==> src/rtl/jk_pkg.sv <==
// Shared JK op encoding for the scheduler and the bank cells.
package jk_pkg;

  typedef logic [1:0] jk_op_t;

  localparam jk_op_t JK_HOLD = 2'b00;
  localparam jk_op_t JK_RST  = 2'b01;
  localparam jk_op_t JK_SET  = 2'b10;
  localparam jk_op_t JK_TGL  = 2'b11;

endpackage : jk_pkg

==> src/rtl/jk_bank_sched_if.sv <==
// Requester/bank bus of the JK bank scheduler.
interface jk_bank_sched_if #(
  parameter int unsigned NREQ  = 4,
  parameter int unsigned WIDTH = 8,
  parameter int unsigned IDXW  = $clog2(WIDTH),
  parameter int unsigned IDW   = $clog2(NREQ)
);

  logic [NREQ-1:0]      req_valid;
  logic [2*NREQ-1:0]    req_op;
  logic [IDXW*NREQ-1:0] req_idx;
  logic [NREQ-1:0]      req_ready;
  logic [WIDTH-1:0]     q;
  logic                 done_valid;
  logic [IDW-1:0]       done_id;

  modport master (
    output req_valid, req_op, req_idx,
    input  req_ready, q, done_valid, done_id
  );

  modport slave (
    input  req_valid, req_op, req_idx,
    output req_ready, q, done_valid, done_id
  );

endinterface : jk_bank_sched_if

==> src/rtl/jk_bank_sched_rr_arbiter.sv <==
// Round-robin arbiter: pointer register plus combinational one-hot priority search.
module rr_arbiter #(
  parameter int unsigned NREQ = 4
) (
  input  logic            clk,
  input  logic            rst,
  input  logic [NREQ-1:0] req,
  output logic [NREQ-1:0] gnt,
  input  logic            advance
);

  localparam int unsigned PW = $clog2(NREQ);

  logic [PW-1:0] ptr_q, ptr_d;
  logic [PW-1:0] pos_c;
  logic [PW-1:0] gid_c;
  logic          found_c;

  // First valid requester starting at the pointer, wrapping; nothing while in reset.
  always_comb begin
    gnt     = '0;
    found_c = 1'b0;
    pos_c   = '0;
    if (rst) begin
      for (int unsigned off = 0; off < NREQ; off++) begin
        pos_c = PW'((32'(ptr_q) + off) % NREQ);
        if (!found_c && req[pos_c]) begin
          gnt[pos_c] = 1'b1;
          found_c    = 1'b1;
        end
      end
    end
  end

  always_comb begin
    gid_c = '0;
    for (int unsigned i = 0; i < NREQ; i++) begin
      if (gnt[i]) gid_c = PW'(i);
    end
    ptr_d = ptr_q;
    if (advance) ptr_d = (32'(gid_c) == NREQ - 1) ? '0 : gid_c + 1'b1;
  end

  always_ff @(posedge clk) begin
    if (!rst) ptr_q <= '0;
    else      ptr_q <= ptr_d;
  end

endmodule : rr_arbiter

==> src/rtl/jk_ff.sv <==
// Single JK flip-flop cell with synchronous active-high reset.
module jk_ff
  import jk_pkg::*;
(
  input  logic clk,
  input  logic rst,
  input  logic j,
  input  logic k,
  output logic q
);

  logic q_q, q_d;

  always_comb begin
    q_d = q_q;
    unique case (jk_op_t'({j, k}))
      JK_HOLD: q_d = q_q;
      JK_RST:  q_d = 1'b0;
      JK_SET:  q_d = 1'b1;
      JK_TGL:  q_d = ~q_q;
      default: q_d = q_q;
    endcase
  end

  always_ff @(posedge clk) begin
    if (rst) q_q <= 1'b0;
    else     q_q <= q_d;
  end

  assign q = q_q;

endmodule : jk_ff

==> src/rtl/jk_bank_sched.sv <==
// Round-robin command scheduler driving a shared bank of JK cells.
module jk_bank_sched
  import jk_pkg::*;
#(
  parameter int unsigned NREQ  = 4,
  parameter int unsigned WIDTH = 8,
  parameter int unsigned IDXW  = $clog2(WIDTH)
) (
  input  logic             clk,
  input  logic             rst,
  jk_bank_sched_if.slave   bus
);

  localparam int unsigned IDW = $clog2(NREQ);

  logic [NREQ-1:0]  gnt_c;
  logic             xfer_c;
  logic [IDW-1:0]   gid_c;
  int unsigned      sel_c;
  logic [WIDTH-1:0] q_c;

  logic             cmd_v_q,   cmd_v_d;
  jk_op_t           cmd_op_q,  cmd_op_d;
  logic [IDXW-1:0]  cmd_idx_q, cmd_idx_d;
  logic [IDW-1:0]   cmd_id_q,  cmd_id_d;
  logic             done_valid_q;
  logic [IDW-1:0]   done_id_q;

  rr_arbiter #(.NREQ(NREQ)) u_arb (
    .clk     (clk),
    .rst     (rst),
    .req     (bus.req_valid),
    .gnt     (gnt_c),
    .advance (xfer_c)
  );

  assign bus.req_ready = gnt_c;
  assign xfer_c        = |(bus.req_valid & gnt_c);

  // Capture the winner's command; an idle cycle loads an empty command.
  always_comb begin
    gid_c = '0;
    for (int unsigned i = 0; i < NREQ; i++) begin
      if (gnt_c[i]) gid_c = IDW'(i);
    end
    sel_c     = 32'(gid_c);
    cmd_v_d   = xfer_c;
    cmd_op_d  = cmd_op_q;
    cmd_idx_d = cmd_idx_q;
    cmd_id_d  = cmd_id_q;
    if (xfer_c) begin
      cmd_op_d  = jk_op_t'(bus.req_op[2*sel_c +: 2]);
      cmd_idx_d = bus.req_idx[IDXW*sel_c +: IDXW];
      cmd_id_d  = gid_c;
    end
  end

  always_ff @(posedge clk) begin
    if (!rst) begin
      cmd_v_q      <= 1'b0;
      cmd_op_q     <= JK_HOLD;
      cmd_idx_q    <= '0;
      cmd_id_q     <= '0;
      done_valid_q <= 1'b0;
      done_id_q    <= '0;
    end else begin
      cmd_v_q      <= cmd_v_d;
      cmd_op_q     <= cmd_op_d;
      cmd_idx_q    <= cmd_idx_d;
      cmd_id_q     <= cmd_id_d;
      done_valid_q <= cmd_v_q;
      done_id_q    <= cmd_id_q;
    end
  end

  // Only the addressed cell sees the op; an out-of-range index matches no cell.
  for (genvar c = 0; c < WIDTH; c++) begin : g_cell
    logic hit_c;
    assign hit_c = cmd_v_q && (cmd_idx_q == IDXW'(c));
    jk_ff u_ff (
      .clk (clk),
      .rst (!rst),
      .j   (hit_c & cmd_op_q[1]),
      .k   (hit_c & cmd_op_q[0]),
      .q   (q_c[c])
    );
  end

  assign bus.q          = q_c;
  assign bus.done_valid = done_valid_q;
  assign bus.done_id    = done_id_q;

endmodule : jk_bank_sched
==> src/flat_wrapper.sv <==
// flat-port wrapper written by rule: the top's interface ports become plain ports
module jk_bank_sched_flat import jk_pkg::*;
#(
  parameter int unsigned NREQ  = 4,
  parameter int unsigned WIDTH = 8,
  parameter int unsigned IDXW  = $clog2(WIDTH)
)
  (clk, rst, bus_req_valid, bus_req_op, bus_req_idx, bus_req_ready, bus_q, bus_done_valid, bus_done_id);
  jk_bank_sched_if #(.NREQ(NREQ), .WIDTH(WIDTH), .IDXW(IDXW)) bus_i ();
  input  logic clk;
  input  logic rst;
  input wire logic [$bits(bus_i.req_valid)-1:0] bus_req_valid;
  input wire logic [$bits(bus_i.req_op)-1:0] bus_req_op;
  input wire logic [$bits(bus_i.req_idx)-1:0] bus_req_idx;
  output wire logic [$bits(bus_i.req_ready)-1:0] bus_req_ready;
  output wire logic [$bits(bus_i.q)-1:0] bus_q;
  output wire logic [$bits(bus_i.done_valid)-1:0] bus_done_valid;
  output wire logic [$bits(bus_i.done_id)-1:0] bus_done_id;
  assign bus_i.req_valid = bus_req_valid;
  assign bus_i.req_op = bus_req_op;
  assign bus_i.req_idx = bus_req_idx;
  assign bus_req_ready = bus_i.req_ready;
  assign bus_q = bus_i.q;
  assign bus_done_valid = bus_i.done_valid;
  assign bus_done_id = bus_i.done_id;
  jk_bank_sched #(.NREQ(NREQ), .WIDTH(WIDTH), .IDXW(IDXW)) u_core (.clk(clk), .rst(rst), .bus(bus_i));
endmodule
==> config.mk <==
export PLATFORM = sky130hd
export DESIGN_NAME = jk_bank_sched_flat
export DESIGN_NICKNAME = d
export VERILOG_FILES = /design/src/rtl/jk_pkg.sv /design/src/rtl/jk_bank_sched_if.sv /design/src/rtl/jk_bank_sched_rr_arbiter.sv /design/src/rtl/jk_ff.sv /design/src/rtl/jk_bank_sched.sv /design/src/flat_wrapper.sv
export SDC_FILE = /design/constraint.sdc
export NUM_CORES = 1
export LEC_CHECK = 0
export CORE_ASPECT_RATIO = 1.5
export CORE_MARGIN = 1.5
export CORE_UTILIZATION = 41
export CTS_CLUSTER_DIAMETER = 40
export DETAILED_ROUTE_END_ITERATION = 8
export PLACE_DENSITY = 0.72
export SETUP_SLACK_MARGIN = 0.15
export SYNTH_ARGS = -nofsm -noshare
export SYNTH_HDL_FRONTEND = slang
export SYNTH_SLANG_ARGS = --single-unit
==> constraint.sdc <==
create_clock -name clk -period 3.4 [get_ports clk]
set_input_delay 0.85 -clock clk [delete_from_list [all_inputs] [get_ports clk]]
set_output_delay 0.85 -clock clk [all_outputs]
set_load 0.01 [all_outputs]
==> results.toml <==
[grt]
globalRouteOverflowTotal = 0
grt_pass1_vias = 1627
grt_pass1_wl_um = 7130
grt_use_total = 0.224
grt_max_degree = 16
antenna_found_initial = 0

[final_layout]
nets = 273
final_util = 0.609
syn2layout_area_growth_pct = 42.7
antenna_cells = 0
design_area_sq_mm = 0.00224
drive_gt1_frac = 0.277
fillers = 330

[routing]
drtAntennaViolNets = 0
wl_per_cell_um = 15.7
routed_wirelength_um = 4420
viasPerCell = 5.73
drtIter0Drc = 32
drcViolationCount = 0
num_vias = 1611
drt_first_pass_iters = 4

[clock_tree]
clkTransAtPathRegs_ps = 80
cts.sinks = 21
ctsHtreeMaxLevel = 1
cts_buffers = 3
cts_root_buf = "clkbuf_8"
cts.path.max_buffers = 2
cts_tree = "yes"
clock_latency_ps = 260

[placement]
dpl_cell_area_sq_mm = 0.00211
gp_congestion = 0.909
hpwl_um = 3340
pre_cts_ws_ps = -606
numPortBuffers = 40

[worst_setup_path]
critPathKind = "flip-flop to output pin"
crit_arrival_ps = 2360
rr_endpoint = "u_core.u_arb.ptr_q[0]"
r2r-start = "u_core.u_arb.ptr_q[1]"
endpoint_kind = "output pin"
reg2reg_setup_slack_ps = 400
startpoint_type = "flip-flop"
reg2reg_depth = 11
crit_required_ps = 2550
worst-path-max-fanout = 4

[yosys]
synthCells = 179
synthesis.area_sq_mm = 0.00157
async_flop_share = 0
synth_ff_type = "dfxtp_1"
synth_area_per_cell_sq_um = 8.77
synth_edf_count = 0
netlist-cell-type-count = 46
ys_ff_latch = 21
synth-seq-area-share = 0.268
yosys_warnings = 0
synth_fp_nets = 213

[floorplanning]
row_count = 27
fp.dieW_um = 53.5
dieArea_sq_mm = 0.00422
die_y_um = 78.8
core-area_sq_mm = 0.00368
initial_core_util = 0.426
io_pins = 41

[sta]
fmax_mhz = 311
timing.hold.ws_ps = 469
fin_crit_ps = 3210
worst_pin_slew_ps = 377
fin_skew_ps = 8.20
timing.final.crit_share = 0.945
final.setup.worst_slack_ps = 188
relSlewSlack = 0.747
slew_violations = 0
setup_violations = 0
rsz0062_at_grt = "yes"
finalHoldViolCount = 0

[power_and_ir_drop]
p_int_uw = 912
power_mw = 1.51
ir_drop_v = 0.000388
powerDensity_mw_per_mm2 = 674
seqPwrFrac = 0.222
swShare = 0.396
switchingPower_uw = 598
pwr-share-comb = 0.668
clkPwrFrac = 0.110
leakage_nw = 0.868

[flow_run]
drv_cap = 0

[hold_path]
worstHoldStart = "u_core.cmd_id_q[0]"
hold_class = "flip-flop to flip-flop"
hold_path_depth = 1
whs_endpoint = "u_core.bus.done_id[0]"

[run_status]
status = "completed"
critical path, cell delays in order, from the launching register on:
cell	delay, ps
dfxtp_1	350
inv_2	60
ha_4	280
mux4_2	570
nor3b_2	200
a311oi_2	270
a21o_1	180
inv_1	50
buf_2	130
worst max path at each step:
stage / from / end / cells after the start
2_1_floorplan: bus_req_valid[0] / bus_req_ready[2] / 7
3_3_place_gp: bus_req_valid[1] / bus_req_ready[3] / 8
3_5_place_dp: bus_req_valid[1] / bus_req_ready[0] / 7
4_1_cts: bus_req_valid[1] / bus_req_ready[0] / 7
5_1_grt: u_core.u_arb.ptr_q[0] / bus_req_ready[1] / 8
6_report: u_core.u_arb.ptr_q[1] / bus_req_ready[1] / 8
metrics by stage:
step | setup TNS (ps) | cells
floorplan | 0 | 179
global placement | -4060 | 273
detailed placement | -4520 | 273
CTS | 0 | 280
global route | 0 | 281
finish | 0 | 281
cells by family after synthesis:
logic type,synth area share
fa+ha+maj,0.0637
simple gates,0.245
compound gates,0.267
buf+inv,0.101
mux,0.0558
flops,0.268
repair_timing:
| item | CTS | global route |
|---|---|---|
| setup endpoints to repair | 13 | 4 |
| buffers inserted | 3 | 1 |
| hold buffers | 0 | 0 |
| gates resized for setup | 51 | 4 |
| pin swaps | 7 | 5 |
synthesized netlist by cell type (6+ instances only):
library cell	number	share of area
nor2b_1	6	0.024
dfxtp_1	21	0.27
or3_1	8	0.032
buf_4	8	0.038
nand2_1	9	0.022
o21ai_0	11	0.035
or4_1	7	0.033
inv_1	6	0.014
nand3_1	16	0.051
a21oi_1	14	0.045
ha_1	8	0.064
power by group through the flow:
| stage | sequential, mW | combinational, mW | clock, mW |
|---|---|---|---|
| 2_1_floorplan | 0.349 | 0.546 | 0 |
| 3_3_place_gp | 0.338 | 0.886 | 0 |
| 3_5_place_dp | 0.341 | 0.892 | 0 |
| 4_1_cts | 0.335 | 0.965 | 0.168 |
| 5_1_grt | 0.342 | 1.10 | 0.179 |
| 6_report | 0.335 | 1.01 | 0.166 |
layout by cell type, fill, tap and decap left out, types with 7 or more instances in the layout:
cell,instances
buf_4,29
dfxtp_1,20
nand3_1,16
nand2_1,9
clkdlybuf4s50_1,32
a21oi_1,13
or3_1,8
buf_6,7
or4_1,7
ha_1,7
o21ai_0,11
routing by layer:
layer  global-route usage  share of wire  vias up
met5                    0              0        -
met4                0.113          0.043        0
met3               0.0169          0.048       20
met2                0.423           0.54       64
met1                0.231           0.37      739
li1                     -              -      788
final cells by class:
type,count,area (sq um),area share
clock inverters,1,5.00,0.00223
clock buffers,3,41.3,0.0184
inverters,7,26.3,0.0117
multi-input cells,134,1050,0.467
well taps,43,53.8,0.0240
flip-flops and latches,21,422,0.188
repair buffers,72,647,0.289
sequential cells by signal, summed over array words and instances (netlist names):
signal	count
u_core.bus.done_valid	1
u_core.cmd_op_q	2
u_core.cmd_idx_q	3
u_core.g_cell.u_ff.q	8
u_core.cmd_id_q	2
u_core.cmd_v_q	1
u_core.bus.done_id	2
u_core.u_arb.ptr_q	2
Note: power is estimated with default switching activity, not from simulation.
